===== config.mk =====
export PLATFORM = sky130hd
export DESIGN_NAME = blackjack_round_ctrl
export DESIGN_NICKNAME = d
export VERILOG_FILES = /design/src/rtl/blackjack_round_ctrl_pkg.sv /design/src/rtl/blackjack_round_ctrl_hand_score.sv /design/src/rtl/blackjack_round_ctrl.sv
export SDC_FILE = /design/constraint.sdc
export NUM_CORES = 1
export LEC_CHECK = 0
export ABC_AREA = 1
export CAP_MARGIN = 20
export CORE_UTILIZATION = 30
export DETAILED_ROUTE_END_ITERATION = 8
export GPL_TIMING_DRIVEN = 0
export PLACE_DENSITY_LB_ADDON = 0.3
export SYNTH_ARGS = -nofsm -noshare
export SYNTH_HDL_FRONTEND = slang
export SYNTH_SLANG_ARGS = --single-unit

===== constraint.sdc =====
create_clock -name clk -period 2.7 [get_ports clk]
set_clock_uncertainty 0.15 [all_clocks]
set_input_delay 0.405 -clock clk [delete_from_list [all_inputs] [get_ports clk]]
set_output_delay 0.405 -clock clk [all_outputs]
set_load 0.05 [all_outputs]

===== src/rtl/blackjack_round_ctrl_pkg.sv =====
// Shared game definitions: player commands, round outcomes, FSM states,
// default game thresholds and the card-rank to point-value mapping.
package blackjack_round_ctrl_pkg;

   localparam int DEALER_STAND_DEF = 17;
   localparam int BLACKJACK_DEF    = 21;
   localparam int SCORE_W          = 5;
   localparam int RANK_W           = 4;

   typedef enum logic [1:0] {
      NONE  = 2'd0,
      HIT   = 2'd1,
      STAND = 2'd2
   } gameCommand;

   typedef enum logic [1:0] {
      NO_RESULT = 2'd0,
      WIN       = 2'd1,
      LOSE      = 2'd2,
      PUSH      = 2'd3
   } gameResult;

   typedef enum logic [2:0] {
      IDLE        = 3'd0,
      DEAL        = 3'd1,
      PLAYER_TURN = 3'd2,
      PLAYER_DRAW = 3'd3,
      DEALER_TURN = 3'd4,
      DEALER_DRAW = 3'd5,
      COMPARE     = 3'd6,
      RESULT      = 3'd7
   } round_state_t;

   // Ace counts 1 here (the soft +10 is applied by the hand), faces count 10,
   // and the unused rank codes 0/14/15 contribute nothing.
   function automatic logic [SCORE_W-1:0] card_value(input logic [RANK_W-1:0] rank);
      logic [SCORE_W-1:0] v;
      if (rank == 4'd0 || rank > 4'd13) begin
         v = '0;
      end else if (rank > 4'd10) begin
         v = SCORE_W'(10);
      end else begin
         v = SCORE_W'(rank);
      end
      return v;
   endfunction

endpackage


===== src/rtl/blackjack_round_ctrl_hand_score.sv =====
// One blackjack hand: saturating hard total, ace flag and best score.
module hand_score
   import blackjack_round_ctrl_pkg::*;
(
   input  logic               clk,
   input  logic               reset,
   input  logic               clear,
   input  logic               capture,
   input  logic [RANK_W-1:0]  card_rank,
   output logic [SCORE_W-1:0] hard,
   output logic               ace,
   output logic [SCORE_W-1:0] best
);

   // Hard total pins at all-ones instead of wrapping so a bust stays a bust.
   function automatic logic [SCORE_W-1:0] sat_add(input logic [SCORE_W-1:0] a,
                                                   input logic [SCORE_W-1:0] b);
      logic [SCORE_W:0] s;
      s = {1'b0, a} + {1'b0, b};
      return s[SCORE_W] ? {SCORE_W{1'b1}} : s[SCORE_W-1:0];
   endfunction

   // Accumulate the captured card; clear empties the hand for a new round.
   always_ff @(posedge clk or posedge reset) begin
      if (reset) begin
         hard <= '0;
         ace  <= 1'b0;
      end else if (clear) begin
         hard <= '0;
         ace  <= 1'b0;
      end else if (capture) begin
         hard <= sat_add(hard, card_value(card_rank));
         if (card_rank == RANK_W'(1)) begin
            ace <= 1'b1;
         end
      end
   end

   // One ace may count 11 whenever that does not push the hand past 21.
   always_comb begin
      best = hard;
      if (ace && hard <= SCORE_W'(11)) begin
         best = hard + SCORE_W'(10);
      end
   end

endmodule


===== src/rtl/blackjack_round_ctrl.sv =====
// Blackjack round sequencer: deals, runs player and dealer turns against a
// card-request handshake, and resolves the round outcome.
module blackjack_round_ctrl
   import blackjack_round_ctrl_pkg::*;
#(
   parameter int DEALER_STAND = DEALER_STAND_DEF,
   parameter int BLACKJACK    = BLACKJACK_DEF
) (
   input  logic               clk,
   input  logic               reset,
   input  logic               start,
   input  logic               ready,
   input  gameCommand         command,
   output logic               turnIndicator,
   output logic               card_req,
   input  logic               card_valid,
   input  logic [RANK_W-1:0]  card_rank,
   output logic [SCORE_W-1:0] player_score,
   output logic [SCORE_W-1:0] dealer_score,
   output gameResult          result,
   output logic               done
);

   localparam logic [SCORE_W-1:0] TARGET   = SCORE_W'(BLACKJACK);
   localparam logic [SCORE_W-1:0] STAND_AT = SCORE_W'(DEALER_STAND);

   round_state_t       state, state_next;
   logic [1:0]         deal_cnt, deal_cnt_next;
   logic               armed, armed_next;
   logic               settle, settle_next;
   gameResult          result_next;
   logic               clear_hands;
   logic               take_card;
   logic               player_cap, dealer_cap;
   logic [SCORE_W-1:0] player_hard, dealer_hard;
   logic               player_ace, dealer_ace;
   logic               unused_hand_detail;

   // Bust on either side decides first, otherwise the higher best score wins.
   function automatic gameResult outcome(input logic [SCORE_W-1:0] p,
                                         input logic [SCORE_W-1:0] d);
      if (p > TARGET) return LOSE;
      if (d > TARGET) return WIN;
      if (p > d)      return WIN;
      if (p < d)      return LOSE;
      return PUSH;
   endfunction

   hand_score u_player (
      .clk       (clk),
      .reset     (reset),
      .clear     (clear_hands),
      .capture   (player_cap),
      .card_rank (card_rank),
      .hard      (player_hard),
      .ace       (player_ace),
      .best      (player_score)
   );

   hand_score u_dealer (
      .clk       (clk),
      .reset     (reset),
      .clear     (clear_hands),
      .capture   (dealer_cap),
      .card_rank (card_rank),
      .hard      (dealer_hard),
      .ace       (dealer_ace),
      .best      (dealer_score)
   );

   // The round logic only ever looks at best scores.
   assign unused_hand_detail = ^{player_hard, player_ace, dealer_hard, dealer_ace};

   // Output decode and card routing. settle marks the cycle after a capture,
   // which drops card_req and lets the updated score be examined.
   always_comb begin
      card_req      = 1'b0;
      turnIndicator = (state == PLAYER_TURN);
      done          = (state == RESULT);
      if (state == DEAL || state == PLAYER_DRAW || state == DEALER_DRAW) begin
         card_req = !settle;
      end
      take_card  = card_req && card_valid;
      player_cap = take_card && (state == PLAYER_DRAW || (state == DEAL && !deal_cnt[0]));
      dealer_cap = take_card && (state == DEALER_DRAW || (state == DEAL &&  deal_cnt[0]));
   end

   // Next-state logic; a released button (ready low) re-arms command acceptance.
   always_comb begin
      state_next    = state;
      deal_cnt_next = deal_cnt;
      armed_next    = armed;
      settle_next   = settle;
      result_next   = result;
      clear_hands   = 1'b0;
      if (!ready) begin
         armed_next = 1'b1;
      end
      case (state)
         IDLE, RESULT: begin
            if (start) begin
               clear_hands   = 1'b1;
               result_next   = NO_RESULT;
               deal_cnt_next = 2'd0;
               settle_next   = 1'b0;
               state_next    = DEAL;
            end
         end
         DEAL: begin
            if (settle) begin
               settle_next = 1'b0;
               // Counter wrapped back to zero: all four cards are in.
               if (deal_cnt == 2'd0) begin
                  if (player_score == TARGET || dealer_score == TARGET) begin
                     state_next = COMPARE;
                  end else begin
                     state_next = PLAYER_TURN;
                  end
               end
            end else if (take_card) begin
               settle_next   = 1'b1;
               deal_cnt_next = deal_cnt + 2'd1;
            end
         end
         PLAYER_TURN: begin
            if (armed && ready && command == HIT) begin
               armed_next = 1'b0;
               state_next = PLAYER_DRAW;
            end else if (armed && ready && command == STAND) begin
               armed_next = 1'b0;
               state_next = DEALER_TURN;
            end
         end
         PLAYER_DRAW: begin
            if (settle) begin
               settle_next = 1'b0;
               if (player_score > TARGET) begin
                  state_next = COMPARE;
               end else if (player_score == TARGET) begin
                  state_next = DEALER_TURN;
               end else begin
                  state_next = PLAYER_TURN;
               end
            end else if (take_card) begin
               settle_next = 1'b1;
            end
         end
         DEALER_TURN: begin
            state_next = (dealer_score < STAND_AT) ? DEALER_DRAW : COMPARE;
         end
         DEALER_DRAW: begin
            if (settle) begin
               settle_next = 1'b0;
               state_next  = DEALER_TURN;
            end else if (take_card) begin
               settle_next = 1'b1;
            end
         end
         COMPARE: begin
            result_next = outcome(player_score, dealer_score);
            state_next  = RESULT;
         end
         default: state_next = IDLE;
      endcase
   end

   // Control registers.
   always_ff @(posedge clk or posedge reset) begin
      if (reset) begin
         state    <= IDLE;
         deal_cnt <= 2'd0;
         armed    <= 1'b0;
         settle   <= 1'b0;
         result   <= NO_RESULT;
      end else begin
         state    <= state_next;
         deal_cnt <= deal_cnt_next;
         armed    <= armed_next;
         settle   <= settle_next;
         result   <= result_next;
      end
   end

endmodule


==> impl_metrics.py <==
metrics = {
    "placement": {
        "place.gp.congestion": 0.841,
        "hpwl_um": 3820,
        "dp.cells": 394,
        "pre_cts_slack_ns": -0.435,
        "portBuffers": 25,
    },
    "routing": {
        "vias_per_cell": 4.88,
        "routed_wl_um": 4750,
        "drtPass1Iterations": 5,
        "wl_per_cell_um": 11.9,
        "antenna_left": 0,
        "drc_errors": 0,
        "vias": 1950,
        "drt_iter0_drc": 75,
    },
    "sta": {
        "finalSetupViolCount": 0,
        "finalHoldViolCount": 0,
        "rsz0062_at_grt": "false",
        "fin_crit_sh_pct": 95.3,
        "post-route-min-period_ns": 2.57,
        "setup-tns-final_ns": 0,
        "timing.fmax_mhz": 389,
        "fin_ws_ns": 0.128,
        "worst_pin_slew_ns": 0.847,
        "slew_headroom_pct": 43.5,
        "drv_slew": 0,
    },
    "floorplan": {
        "coreArea_um2": 6390,
        "fp.dieH_um": 83.4,
        "start_util_pct": 31.1,
        "fp-row-count": 29,
        "die_area_um2": 6950,
        "fp.dieW_um": 83.4,
        "io_pins": 26,
    },
    "cts": {
        "cts.htree.levels": 1,
        "cts_sinks": 21,
        "cts_tree": "yes",
        "clockBufferDepth": 2,
        "clock_tree.root_cell": "clkbuf_8",
        "cts_hold_buf": 0,
        "clk_latency_ns": 0.27,
        "clkTransAtPathRegs_ns": 0.09,
        "cts_made_buffers": 3,
    },
    "synth": {
        "yosysUniqueCellTypes": 35,
        "syn_nets": 320,
        "netlist_instances": 292,
        "synth-seq-area-share_pct": 26.4,
        "ys_warn_count": 0,
        "netlist_area_um2": 1990,
        "syn_area_per_cell_um2": 6.80,
        "ys_ff_latch": 21,
    },
    "critical_path": {
        "endpoint_kind": "primary output",
        "required_ns": 2.14,
        "worst-path-max-fanout": 6,
        "worst_setup_path_start_kind": "flip-flop",
        "critPathKind": "reg -> out",
        "crit_arrival_ns": 2.02,
    },
    "cells_and_area": {
        "diodes": 0,
        "layout.cells.non_filler": 400,
        "register_area_um2": 526,
        "mostFrequentLayoutCell": "nand2_1",
        "synthToLayoutAreaGrowth_pct": 21.6,
        "final_cell_mix": "nand2_1 (60), inv_1 (48), nor2_1 (23)",
        "n_fill_cell": 667,
        "drive_gt1_share_pct": 16.7,
        "final_nets": 352,
        "multi_input_area_um2": 1270,
    },
    "grt": {
        "grt_max_degree": 22,
        "grt_pass1_vias": 1869,
        "grt_overflow_total": 0,
        "grt_pass1_wl_um": 8290,
        "grt_antenna_before_repair": 0,
        "grt_use_total_pct": 14.2,
    },
    "run_status": {
        "status": "completed",
    },
    "power": {
        "p_leak_nw": 1.24,
        "vdd_ir_drop_max_v": 0.000680,
        "powerDensity_nw_per_um2": 1170,
    },
    "job": {
        "cap_violations": 0,
    },
    "hold_path": {
        "worst_hold_path_type": "reg -> reg",
    },
}
==> worst max-delay path, cell delays in order (launching register included) <==
cell,delay [ns]
dfrtp_1,0.42
inv_1,0.13
ha_1,0.21
nand3_2,0.07
nand2_2,0.07
nand2_4,0.10
nand3_1,0.09
nand2_2,0.12
dlygate4sd2_1,0.54
==> through the flow <==
stage               hold slack [ns]  utilization, %  total power, mW  instance area (um^2)
floorplan                     0.232               -             2.12                  1990
global placement              0.308            36.6             2.62                  2340
detailed placement            0.317            36.6             2.63                  2340
CTS                           0.340            37.4             2.81                  2390
global route                  0.370            37.8             3.11                  2420
finish                        0.332            37.8             2.83                  2420
==> metal layers <==
metal	GRT usage (%)	up-vias	share of wire, %
li1	-	1016	-
met1	19.7	889	51
met2	23.4	39	45
met3	1.39	6	2.5
met4	4.39	0	1.3
met5	0	-	0
==> cell usage after synthesis <==
| cell | n | area [um^2] |
|---|---|---|
| o21ai_1 | 4 | 20.0 |
| nor2_2 | 1 | 6.26 |
| inv_1 | 49 | 184 |
| inv_2 | 5 | 18.8 |
| nor3_1 | 3 | 15.0 |
| nor2_1 | 25 | 93.8 |
| nand2_1 | 60 | 225 |
| a21boi_1 | 1 | 7.51 |
| fa_1 | 2 | 40.0 |
| or2_2 | 5 | 31.3 |
| a22oi_1 | 1 | 7.51 |
| a31oi_1 | 1 | 6.26 |
| nor2_4 | 1 | 11.3 |
| nand2_2 | 9 | 56.3 |
| o211ai_2 | 1 | 12.5 |
| nand4_1 | 3 | 18.8 |
| buf_4 | 3 | 22.5 |
| nor3_2 | 1 | 10.0 |
| o22ai_1 | 11 | 68.8 |
| nor3b_1 | 1 | 7.51 |
| o21ai_2 | 2 | 17.5 |
| o21ai_0 | 11 | 55.1 |
| o21a_1 | 2 | 15.0 |
| dfrtp_1 | 21 | 526 |
| ha_1 | 15 | 188 |
| nand3b_1 | 3 | 22.5 |
| xnor2_1 | 1 | 8.76 |
| o31ai_1 | 1 | 7.51 |
| nand3_2 | 3 | 30.0 |
| clkinv_1 | 1 | 3.75 |
| a211oi_1 | 1 | 7.51 |
| nand3_1 | 22 | 110 |
| xor2_1 | 1 | 8.76 |
| a21oi_1 | 18 | 90.1 |
| nand2_4 | 3 | 33.8 |
==> registers in the layout, summed over array words and instances (netlist names) <==
name,count
state,3
u_dealer.hard,5
deal_cnt,2
u_player.ace,1
settle,1
u_player.hard,5
result,2
u_dealer.ace,1
armed,1
==> where the power goes <==
part / total (mW) / switching [mW] / internal, mW
logic: 2.00 / 1.32 / 0.682
registers: 0.604 / 0.168 / 0.436
clock network: 0.218 / 0.115 / 0.103
total: 2.83 / 1.61 / 1.22
==> timing repair <==
item / CTS / global route
resized for setup: 10 / 22
setup buffers: 1 / 1
hold endpoints to repair: 0 / 0
cloned: 0 / 0
endpoints found under the setup margin: 9 / 16
pin swaps: 0 / 6
==> worst paths after layout <==
kind	from	end	slack, ns	cells past startpoint
min	settle	settle	0.33	2
max	u_dealer.hard[2]	dealer_score[3]	0.13	8
max reg2reg	u_dealer.hard[2]	result[1]	0.24	18
min in group asynchronous	reset	settle	0.45	2
min reg2reg	settle	settle	0.33	2
max in group asynchronous	reset	u_player.hard[0]	1.42	2
==> layout make-up <==
| type | count | area share (%) |
|---|---|---|
| Timing Repair Buffer | 27 | 10.2 |
| Tap cell | 77 | 3.99 |
| Sequential cell | 21 | 21.8 |
| Buffer | 3 | 0.932 |
| Inverter | 55 | 8.54 |
| Clock buffer | 3 | 1.71 |
| Clock inverter | 1 | 0.207 |
| Multi-Input combinational cell | 213 | 52.7 |
==> cells by family (layout without fill, tap and decap cells) <==
| logic type | Yosys count | count (layout) | synth area share [%] |
|---|---|---|---|
| AOI/OAI and AO/OA | 54 | 54 | 15.9 |
| DFF | 21 | 21 | 26.4 |
| adders and majority gates | 17 | 17 | 11.5 |
| and+or+nand+nor | 140 | 140 | 33.8 |
| xor gates and xnor gates | 2 | 2 | 0.882 |
| buffers and inverters | 58 | 89 | 11.5 |
(Power assumes the default switching activity.)
